`src/rtl/cmp_iter.sv`:
```
// cmp_iter: multi-cycle signed/unsigned magnitude comparator, one chunk per cycle starting at the MSB chunk
module cmp_iter #(
    parameter int DATA_WIDTH  = 64,
    parameter int CHUNK_WIDTH = 16
) (
    input  logic                  in_clk,
    input  logic                  in_rst,
    input  logic                  in_start,
    input  logic [DATA_WIDTH-1:0] in_numA,
    input  logic [DATA_WIDTH-1:0] in_numB,
    output logic                  out_busy,
    output logic                  out_done,
    output logic [DATA_WIDTH-1:0] out_Signed,
    output logic [DATA_WIDTH-1:0] out_Unsigned,
    output logic [4:0]            out_flag
);
    localparam int NCHUNK = DATA_WIDTH / CHUNK_WIDTH;
    localparam int IW     = NCHUNK > 1 ? $clog2(NCHUNK) : 1;

    typedef enum logic [1:0] {IDLE, BUSY, DONE} state_t;

    state_t                  state_q, state_d;
    logic [IW-1:0]           idx_q, idx_d;
    logic [DATA_WIDTH-1:0]   a_q, a_d, b_q, b_d;
    logic [4:0]              flag_q, flag_d;
    logic [CHUNK_WIDTH-1:0]  ca, cb;
    logic                    accept, last, ult, slt;

    always_comb begin
        ca     = CHUNK_WIDTH'(a_q >> (idx_q * CHUNK_WIDTH));
        cb     = CHUNK_WIDTH'(b_q >> (idx_q * CHUNK_WIDTH));
        accept = in_start && state_q != BUSY;
        last   = ca != cb || idx_q == '0;
        ult    = ca < cb;
        // differing sign bits decide the signed order outright; otherwise it matches unsigned
        slt    = a_q[DATA_WIDTH-1] != b_q[DATA_WIDTH-1] ? a_q[DATA_WIDTH-1] : ult;
        state_d = state_q;
        idx_d   = idx_q;
        a_d     = a_q;
        b_d     = b_q;
        flag_d  = flag_q;
        if (accept) begin
            state_d = BUSY;
            idx_d   = IW'(NCHUNK - 1);
            a_d     = in_numA;
            b_d     = in_numB;
        end else if (state_q == BUSY) begin
            state_d = last ? DONE : BUSY;
            idx_d   = last ? idx_q : idx_q - 1'b1;
            flag_d  = last ? {ca == cb, slt, ult, !slt, !ult} : flag_q;
        end else if (state_q == DONE) begin
            state_d = IDLE;
        end
    end

    always_ff @(posedge in_clk) begin
        if (in_rst) begin
            state_q <= IDLE;
            idx_q   <= '0;
            a_q     <= '0;
            b_q     <= '0;
            flag_q  <= '0;
        end else begin
            state_q <= state_d;
            idx_q   <= idx_d;
            a_q     <= a_d;
            b_q     <= b_d;
            flag_q  <= flag_d;
        end
    end

    assign out_busy     = state_q == BUSY;
    assign out_done     = state_q == DONE;
    assign out_Signed   = {{(DATA_WIDTH-1){1'b0}}, flag_q[3]};
    assign out_Unsigned = {{(DATA_WIDTH-1){1'b0}}, flag_q[2]};
    assign out_flag     = flag_q;
endmodule

```
`config.mk`:
```
export PLATFORM = sky130hd
export DESIGN_NAME = cmp_iter
export DESIGN_NICKNAME = d
export VERILOG_FILES = /design/src/rtl/cmp_iter.sv
export SDC_FILE = /design/constraint.sdc
export NUM_CORES = 1
export LEC_CHECK = 0
export CORE_ASPECT_RATIO = 1.5
export CORE_MARGIN = 3
export CORE_UTILIZATION = 40
export CTS_CLUSTER_SIZE = 25
export DETAILED_ROUTE_END_ITERATION = 8
export MAX_ROUTING_LAYER = met4
export PLACE_DENSITY = 0.77
export SLEW_MARGIN = 40
export SYNTH_ARGS = -nofsm -noshare
export SYNTH_HDL_FRONTEND = slang
export SYNTH_SLANG_ARGS = --single-unit
```
`constraint.sdc`:
```
create_clock -name in_clk -period 3.2 [get_ports in_clk]
set_input_delay 0.64 -clock in_clk [delete_from_list [all_inputs] [get_ports in_clk]]
set_output_delay 0.64 -clock in_clk [all_outputs]
set_load 0.01 [all_outputs]
```
==> results.md <==
Status:
- The flow ran to the end, and the final reports show no timing, DRC or antenna violations.

Yosys:
- Sequential elements use 39.72% of the synthesized area.
- The number of different library cells in the post-synthesis netlist is 31.
- Synthesis inferred 137 register bits.
- The async set-reset flop share out of synthesis is 0%.
- After technology mapping, the gate count stands at 830.
- For this run, the leading register cell type out of synthesis is sky130_fd_sc_hd__dfxtp_1.
- Yosys printed 0 warnings.
- The per-instance average area after synthesis is 8.320 um^2.
- The cell type with the highest aggregate area in the netlist is sky130_fd_sc_hd__dfxtp_1.
- By area the synthesized netlist is led by sky130_fd_sc_hd__dfxtp_1 (40%), sky130_fd_sc_hd__nand2_1 (14%), sky130_fd_sc_hd__buf_4 (14%).
- Of the post-synthesis cell area, the dominant cell type holds 39.72%.
- In this run, synthesis inferred 0 flip-flops with an integrated enable.
- The cell area after synthesis is 6905 um^2.

Finish:
- Of the cells placed in the final design, the portion with a size suffix greater than 1 is 10.30%.
- The count of cells in the finished layout, fillers not included, comes to 1171.
- The count of inserted antenna diode cells is 0.
- In the layout the commonest cells are sky130_fd_sc_hd__nand2_1 (260), sky130_fd_sc_hd__a21oi_1 (139), sky130_fd_sc_hd__clkdlybuf4s50_1 (138).
- The library cell used most frequently in the layout, excluding fill and tap cells, is sky130_fd_sc_hd__nand2_1.
- The synthesis-to-finish area growth is 27.38%.
- The final net count is 1099.

Critical path:
- The startpoint type of the worst setup path is a flop.
- The capturing element type of the critical path is a flop.
- Data on the critical path is required at its endpoint by 3.51 ns.
- The peak fanout along the critical path is 6.
- STA puts the critical path data arrival time at 3.42 ns.
- The worst setup path is of the flop to flop kind.

Placement:
- The detailed placer's ending HPWL is 12.91 mm.
- The placer congestion estimate is 0.8527.
- The number of placed instances, taps included, is 1135.
- The count of input and output buffers is 139.

Clocking:
- For this design, the CTS-stage hold fixing added 0 buffers.
- TritonCTS built the clock tree.
- The number of H-tree levels is 4.
- The later-pin clock latency in the skew report is 0.42 ns.
- Clock tree synthesis inserted a total of 17 buffers.
- The clock-pin slew of the registers on the worst-case setup and hold paths is 0.06 ns.
- The clock tree root driver cell is sky130_fd_sc_hd__clkbuf_16.
- The buffer levels on the longest clock path is 2.
- The number of clock sinks seen by CTS is 137.

Global route:
- Entering global routing, the biggest net connects 129 pins.
- After global routing the overflow that remains totals 0.
- The via count of the first global-routing pass came to 5259.
- The initial antenna violation count came to 0.
- Global routing consumed, over all layers together, 18.60% of the routing resources.
- The first global-routing pass estimated 27.03 mm of wire.

Floorplanning:
- The floorplan step defined a die boundary enclosing 18910 um^2.
- The initial core utilization is 41.02%.
- The placement row count is 58.
- In this run the standard cell core region covers 16840 um^2.
- The width of the chip is 113.3 um.
- The floorplan step set the die height to 166.9 um.
- During I/O placement, the number of pins put on the boundary was 266.

STA:
- Setup repair after global routing left no endpoint under its margin.
- Timing would allow up to 0.3213 GHz.
- At the pin with the least slew margin, the transition time is 0.5119 ns.
- Subtracting the final worst setup slack from the clock period gives 3.112 ns.
- The setup clock skew after layout is 0.007157 ns.
- The worst slack on hold paths is 0.4523 ns.
- The number of failing hold endpoints at the final stage is 0.
- The worst slew margin relative to its limit is 65.88%.
- Summed over all failing endpoints, the final setup total negative slack is 0 ns.
- The worst path uses 97.25% of the clock period.
- Setup violations remaining at the end of the flow were counted as 0.
- The final-report max-slew violation count came to 0.

Detailed routing:
- After detailed routing, the number of vias per cell comes to 4.775.
- The detail route stage leaves a number of antenna-violating nets equal to 0.
- The number of DRC violations after detailed-routing iteration 0 is 308.
- The detailed router placed 5591 vias in this run.
- For this run, the detailed router's first-pass iteration total came to 4.
- Wires add up to 17.68 mm.
- The final routed DRC violation total is 0.
- The final routed wire length divided by cell count is 15.10 um.

Power and ir drop:
- The power per cell area is 567.0 nW/um^2.
- The peak ir drop on the vdd network is 449.8 uV.
- Overall power consumption after layout is estimated at 0.004987 W.
- The static leakage is 3.493 nW.

Min path:
- The worst hold path belongs to the class flop to flop.

Run:
- Max-cap violations in this run came to 0.
[synthesized netlist by cell type (2+ instances only)]
master,number
sky130_fd_sc_hd__a211oi_1,2
sky130_fd_sc_hd__ha_1,20
sky130_fd_sc_hd__inv_1,23
sky130_fd_sc_hd__nand2_1,261
sky130_fd_sc_hd__mux2i_1,2
sky130_fd_sc_hd__nor2_1,10
sky130_fd_sc_hd__dfxtp_1,137
sky130_fd_sc_hd__nor2b_1,3
sky130_fd_sc_hd__clkbuf_1,46
sky130_fd_sc_hd__o21a_1,2
sky130_fd_sc_hd__buf_4,128
sky130_fd_sc_hd__o21ai_0,2
sky130_fd_sc_hd__mux4_2,32
sky130_fd_sc_hd__a21oi_1,140
sky130_fd_sc_hd__nand4_1,2
sky130_fd_sc_hd__buf_2,4
sky130_fd_sc_hd__a211oi_2,2
[stage by stage]
step,utilization [%],area (um^2),worst slack (ns)
after detailed placement,47.56,8008,0.006692
after CTS,51.54,8677,0.004331
after global placement,47.56,8008,0.1211
final,52.24,8796,0.08799
after global routing,52.24,8796,0.0005431
after floorplan,-,7391,0.01227
[sequential cells by signal, indices dropped and copies added, names as in the netlist]
register,count
state_q,2
a_q,64
b_q,64
out_flag,5
idx_q,2
[cell type report]
type,instances,area (um^2)
Fill cell,1561,8040
Multi-Input combinational cell,615,3463
Sequential cell,137,2750
Timing Repair Buffer,154,1597
Clock buffer,17,425.4
Tap cell,210,262.8
Clock inverter,15,211.5
Inverter,23,86.33
[cells by family (layout without fill, tap and decap cells)]
kind of cell               Yosys count  in the layout  synth area share [%]
other                                1            126               0.05431
muxes                               34             34                 10.73
AOI/OAI and AO/OA                  150            150                 11.32
adders and majority gates           21             21                 3.787
DFF                                137            137                 39.72
buffers and inverters              203            209                 18.17
and+or+nand+nor                    284            284                 16.22
[repair_timing]
item / in CTS / in global routing
cloned: 1 / 1
setup endpoints to repair: 3 / 6
pin swaps: 0 / 1
setup buffers: 0 / 2
resized for setup: 0 / 14
[worst max-delay path: stages (launching register included)]
cell,delay [ns]
sky130_fd_sc_hd__dfxtp_4,0.42
sky130_fd_sc_hd__buf_12,0.15
sky130_fd_sc_hd__mux4_2,0.54
sky130_fd_sc_hd__ha_4,0.31
sky130_fd_sc_hd__nand4_4,0.14
sky130_fd_sc_hd__or4_4,0.57
sky130_fd_sc_hd__a21oi_1,0.12
sky130_fd_sc_hd__and4b_2,0.24
sky130_fd_sc_hd__maj3_2,0.33
sky130_fd_sc_hd__o21a_1,0.18
[per-layer routing]
layer	track usage, %	routed length (um)	vias to the layer above
li1	-	-	2715
met1	22.13	7126	2591
met2	30.88	8914	263
met3	4.362	1265	22
met4	6.119	378	0
met5	-	0	-
[power breakdown]
part	switching, W	internal, W
logic	0.000500	0.000482
registers	0.0000829	0.00183
clock network	0.000776	0.00132
[worst paths after layout]
check / depth (start not counted) / startpoint / slack [ns] / end
worst max-delay path: 9 / idx_q[0] / 0.09 / out_flag[3]
worst min-delay path: 2 / b_q[52] / 0.45 / b_q[52]
worst max register to register: 9 / idx_q[0] / 0.09 / out_flag[3]
worst min register to register: 2 / b_q[52] / 0.45 / b_q[52]
(Power assumes the default switching activity.)
